<file path="config.mk">
export PLATFORM = sky130hd
export DESIGN_NAME = frame_write_ctrl
export DESIGN_NICKNAME = d
export VERILOG_FILES = /design/src/rtl/frame_write_ctrl.sv
export SDC_FILE = /design/constraint.sdc
export NUM_CORES = 1
export LEC_CHECK = 0
export ABC_AREA = 1
export CELL_PAD_IN_SITES_DETAIL_PLACEMENT = 1
export CELL_PAD_IN_SITES_GLOBAL_PLACEMENT = 1
export CORE_ASPECT_RATIO = 1.2
export CORE_UTILIZATION = 31
export CTS_BUF_LIST = sky130_fd_sc_hd__clkbuf_4
export DETAILED_ROUTE_END_ITERATION = 10
export HOLD_SLACK_MARGIN = 0.05
export PLACE_DENSITY_LB_ADDON = 0.15
export SETUP_SLACK_MARGIN = 0.02
export SLEW_MARGIN = 10
export SYNTH_ARGS = -nofsm -noshare
export SYNTH_HDL_FRONTEND = slang
export SYNTH_SLANG_ARGS = --single-unit
</file>
<file path="constraint.sdc">
create_clock -name pclk -period 5 [get_ports pclk]
set_input_delay 0.5 -clock pclk [delete_from_list [all_inputs] [get_ports pclk]]
set_output_delay 0.5 -clock pclk [all_outputs]
set_load 0.02 [all_outputs]
</file>
<file path="src/rtl/frame_write_ctrl.sv">
// Camera-side write sequencer for the frame buffer: qualifies frames on vsync,
// pairs RGB565 bytes into pixels, converts to 7-bit gray and drives BRAM port A.
module frame_write_ctrl #(
    parameter int H_ACTIVE = 640,
    parameter int V_ACTIVE = 480,
    parameter int ADDR_W   = 19
) (
    input  logic              pclk,
    input  logic              reset,
    input  logic              config_done,
    input  logic              cam_href,
    input  logic              cam_vsync,
    input  logic [7:0]        cam_data,
    input  logic              mode_single,
    input  logic              capture_req,
    output logic              capture_busy,
    output logic              wr_en,
    output logic [ADDR_W-1:0] wr_addr,
    output logic [6:0]        wr_data,
    output logic              frame_done,
    output logic              frame_err,
    output logic [7:0]        frame_count
);

    localparam int X_W = $clog2(H_ACTIVE + 1);
    localparam int Y_W = $clog2(V_ACTIVE + 1);
    localparam logic [X_W-1:0]    X_LIM     = X_W'(H_ACTIVE);
    localparam logic [Y_W-1:0]    Y_LIM     = Y_W'(V_ACTIVE);
    localparam logic [ADDR_W-1:0] LINE_STEP = ADDR_W'(H_ACTIVE);

    typedef enum logic [1:0] {IDLE, ARMED, CAPTURE, HOLD} state_t;

    state_t            state;
    logic              href_q, href_qq, vsync_q, vsync_qq;
    logic [7:0]        data_q;
    logic [7:0]        hi_byte;
    logic              phase;
    logic [X_W-1:0]    x;
    logic [Y_W-1:0]    y;
    logic [Y_W-1:0]    y_next;
    logic [ADDR_W-1:0] line_base;
    logic [ADDR_W-1:0] addr_cnt;
    logic              href_rise, href_fall, vsync_rise, vsync_fall;
    logic              hi_load, pix_in_win, line_adv, snap_ok;

    function automatic logic [6:0] rgb565_to_gray7(input logic [7:0] hi, input logic [7:0] lo);
        logic [7:0] r_term, g_term, b_term, sum;
        r_term = {hi[7:3], 3'b000} >> 2;
        g_term = {hi[2:0], lo[7:5], 2'b00} >> 1;
        b_term = {lo[4:0], 3'b000} >> 2;
        sum    = r_term + g_term + b_term;
        return 7'(sum >> 1);
    endfunction

    assign href_rise  = href_q & ~href_qq;
    assign href_fall  = ~href_q & href_qq;
    assign vsync_rise = vsync_q & ~vsync_qq;
    assign vsync_fall = ~vsync_q & vsync_qq;
    assign hi_load    = (state == CAPTURE) && href_q && (href_rise || !phase);
    assign pix_in_win = (x < X_LIM) && (y < Y_LIM);
    assign line_adv   = href_fall && (y < Y_LIM);
    // A line ending in the same cycle as the frame must count toward the error compare.
    assign y_next     = line_adv ? y + Y_W'(1) : y;
    assign snap_ok    = capture_busy || capture_req;

    // Stage p0: input capture and edge history
    always_ff @(posedge pclk) begin
        if (reset) begin
            href_q   <= 1'b0;
            href_qq  <= 1'b0;
            vsync_q  <= 1'b0;
            vsync_qq <= 1'b0;
        end else begin
            href_q   <= cam_href;
            href_qq  <= href_q;
            vsync_q  <= cam_vsync;
            vsync_qq <= vsync_q;
        end
    end

    always_ff @(posedge pclk) begin
        data_q <= cam_data;
        if (hi_load)
            hi_byte <= data_q;
    end

    // Stage p1: frame sequencing and registered write port
    always_ff @(posedge pclk) begin
        if (reset) begin
            state        <= IDLE;
            wr_en        <= 1'b0;
            wr_addr      <= '0;
            wr_data      <= '0;
            frame_done   <= 1'b0;
            frame_err    <= 1'b0;
            frame_count  <= '0;
            capture_busy <= 1'b0;
            phase        <= 1'b0;
            x            <= '0;
            y            <= '0;
            line_base    <= '0;
            addr_cnt     <= '0;
        end else begin
            wr_en      <= 1'b0;
            frame_done <= 1'b0;
            if (!config_done) begin
                state        <= IDLE;
                capture_busy <= 1'b0;
            end else begin
                case (state)
                    IDLE: state <= ARMED;
                    ARMED: begin
                        if (mode_single && capture_req)
                            capture_busy <= 1'b1;
                        if (vsync_fall && (!mode_single || snap_ok)) begin
                            state     <= CAPTURE;
                            phase     <= 1'b0;
                            x         <= '0;
                            y         <= '0;
                            line_base <= '0;
                            addr_cnt  <= '0;
                        end
                    end
                    CAPTURE: begin
                        if (href_rise) begin
                            phase    <= 1'b1;
                            x        <= '0;
                            addr_cnt <= line_base;
                        end else if (href_q) begin
                            phase <= ~phase;
                            if (phase && pix_in_win) begin
                                wr_en    <= 1'b1;
                                wr_addr  <= addr_cnt;
                                wr_data  <= rgb565_to_gray7(hi_byte, data_q);
                                x        <= x + X_W'(1);
                                addr_cnt <= addr_cnt + ADDR_W'(1);
                            end
                        end
                        if (line_adv) begin
                            y         <= y_next;
                            line_base <= line_base + LINE_STEP;
                        end
                        if (vsync_rise) begin
                            frame_done   <= 1'b1;
                            frame_err    <= (y_next < Y_LIM);
                            frame_count  <= frame_count + 8'd1;
                            capture_busy <= 1'b0;
                            state        <= mode_single ? HOLD : ARMED;
                        end
                    end
                    HOLD: begin
                        if (capture_req) begin
                            state        <= ARMED;
                            capture_busy <= 1'b1;
                        end
                    end
                    default: state <= IDLE;
                endcase
            end
        end
    end

endmodule

</file>
==> results.cfg <==
[outcome]
outcome = complete, no violations

[timing]
min_period_over_period_pct = 59.4
rsz0062_at_grt = no
max_clock_freq_mhz = 336
max_slew_margin_pct = 33.1
final-hold-violation-count = 0
tns_ps = 0
worst_pin_slew_ps = 1000
setup_viol = 0
skew_ps = 25.6
maxSlewViolCount = 0
finalCriticalPeriod_ps = 2970

[cts]
ctsResizeCount = 0
hold_buffers = 0
post_cts_buffers = 0
ctsLongestPathBuffers = 2
cts_buffers = 9
cts_tree = yes
cts.clk_slew.worst_paths_ps = 190
htreeDepth = 3
cts_root_buf = clkbuf_4
cts.sinks = 111
clk_latency_ps = 490

[power_and_ir_drop]
vdd_drop_max_mv = 0.0988
p_sw_share_pct = 28.4
power_density_nw_per_um2 = 237
leakage_nw = 2.25
switchingPower_uw = 419
cell_internal_pwr_mw = 1.06
seqPwrFrac_pct = 62.1
power_frac_clock_pct = 29.5
pwr-share-comb_pct = 8.4

[die]
rows = 52
die_x_um = 123
initial_utilization_pct = 32.0
die_h_um = 147
core_um2 = 17000
dieArea_um2 = 18100
ios = 53

[final_layout]
final_nets = 832
fillers = 2121
final_common_cell = nand2_1
area_growth_pct = 14.3
final_cell_mix = nand2_1, dfxtp_1, nor2_1, a21oi_1, inv_1
drive_gt1_share_pct = 5.86
postLayoutCoreUtil_pct = 36.6

[worst_setup_path]
cp_max_fo = 21
critPathMaxStageDelay_ps = 770
cp_slowest_cell = nor2_2
path_cells = inv_1 > ha_1 > inv_1 > o21bai_1 > nand3b_1 > nor2_2 > nand2_1 > nand2_1 > a21oi_1
crit_buf_inv = 2
arrival_ps = 3350
required_ps = 5380
crit_family = simple AND/OR/NAND/NOR gates
path_class = reg2reg
endpoint_kind = flop
worst_setup_path_start_kind = flop

[global_route]
grt_pass1_wl_um = 25300
first_global_vias = 5170
antenna_found_initial = 1
grt_start_max_net_pins = 46
grt_usage_pct = 17.8
grt_overflow = 0

[detailed_routing]
wl_per_cell_um = 14.9
ant_nets = 0
vias_per_cell = 4.87
dr.pass1.iters = 4
finalWirelength_um = 15200
post-route-drc-count = 0
drtIter0Drc = 145
vias = 4972

[hold_path]
hold_class = in2reg

[synth]
syn_nets = 791
synth_seq_area_share_pct = 42.2
synth_edf_count = 8
syn_area_per_cell_um2 = 7.22
synth_cells = 756
synth_top_cell_area_share_pct = 37.8
yosysTopAreaCell = dfxtp_1
ys_seq_elements = 111
synth-main-ff-cell = dfxtp_1
yosysWarningCount = 0
synth.distinct_cells = 39
async_reset_ff_share_pct = 0
syn_area_um2 = 5460
synth.area.top_cells = dfxtp_1, nand2_1, a21oi_1

[placed_design]
dp_hpwl_um = 11400
gp_congestion = 0.793
io_buffers = 52

[run]
maxCapViolCount = 0
-- through the flow --
step	cell area (um^2)	power (mW)	instances	hold slack, ps	setup slack, ps
2_1_floorplan	5460	1.02	756	408	2990
3_3_place_gp	6110	1.06	1002	428	2070
3_5_place_dp	6110	1.06	1002	436	1980
4_1_cts	6230	1.50	1018	381	1970
5_1_grt	6240	1.55	1020	398	1750
6_report	6240	1.48	1020	420	2030
-- path summary, 6_finish.rpt --
check / cells after the start / slack, ps / end / start
min reg2reg: 0 / 440 / hi_byte[0]$_DFFE_PP_ / data_q[0]$_DFF_P_
min: 1 / 420 / data_q[6]$_DFF_P_ / cam_data[6]
max reg2reg: 9 / 2030 / addr_cnt[3]$_SDFFE_PP0P_ / state[0]$_SDFFE_PP0P_
max: 9 / 2030 / addr_cnt[3]$_SDFFE_PP0P_ / state[0]$_SDFFE_PP0P_
-- cell type report --
class	count	area, um^2	share of cell area, %
inverter	83	313	5.02
clock inverter	7	55.1	0.883
timing repair buffer	53	523	8.39
tap	216	270	4.33
multi-input combinational	539	2700	43.3
clock buffer	9	67.6	1.08
antenna	2	5.00	0.0802
sequential	111	2300	36.9
-- Yosys cell counts, types with 2 or more instances --
cell type    n
nor2_1      83
nor2_2       6
o21ai_0     40
nand3_1     38
nand2_2      6
o21ai_2      2
dfxtp_1    103
nand3b_1     8
inv_1       78
nor3_1      11
a21oi_1     80
clkbuf_1     8
buf_6        4
nor3_2       2
o21bai_1     5
inv_2        3
buf_2        5
fa_1         6
nor2_4       4
or2_2        2
ha_1        14
xor2_1       4
nand4_1     16
buf_4        4
edfxtp_1     8
a21o_1       3
nand2_1    201
-- flip-flops by register name, indices dropped and copies added (netlist names) --
signal and flops:
addr_cnt 19, frame_count 8, frame_err 1, frame_done 1
phase 1, x 10, hi_byte 8, href_q 1
state 2, vsync_qq 1, vsync_q 1, href_qq 1
wr_en 1, line_base 12, wr_data 7, y 9
data_q 8, capture_busy 1, wr_addr 19
-- cells by family after synthesis --
kind of cell	after synthesis	share of synthesized area, %
AOI/OAI and AO/OA	133	12.9
and+or+nand+nor	381	30.4
adders and majority gates	20	5.41
DFF	111	42.2
buffers and inverters	106	8.28
xor gates and xnor gates	5	0.803
-- power groups by stage --
stage               sequential (mW)  clock, mW  combinational [mW]
finish                        0.917      0.435               0.124
global placement              0.935          0               0.121
detailed placement            0.936          0               0.127
global route                  0.919      0.489               0.141
CTS                           0.917      0.459               0.128
floorplan                     0.934          0              0.0899
-- routing by layer --
layer	part of all wire, %	vias up	global-route usage [%]
li1	-	2514	-
met1	45	2402	21.1
met2	52	43	32.8
met3	1.7	13	1.94
met4	1.4	0	5.60
met5	0	-	0
(Power assumes the default switching activity.)
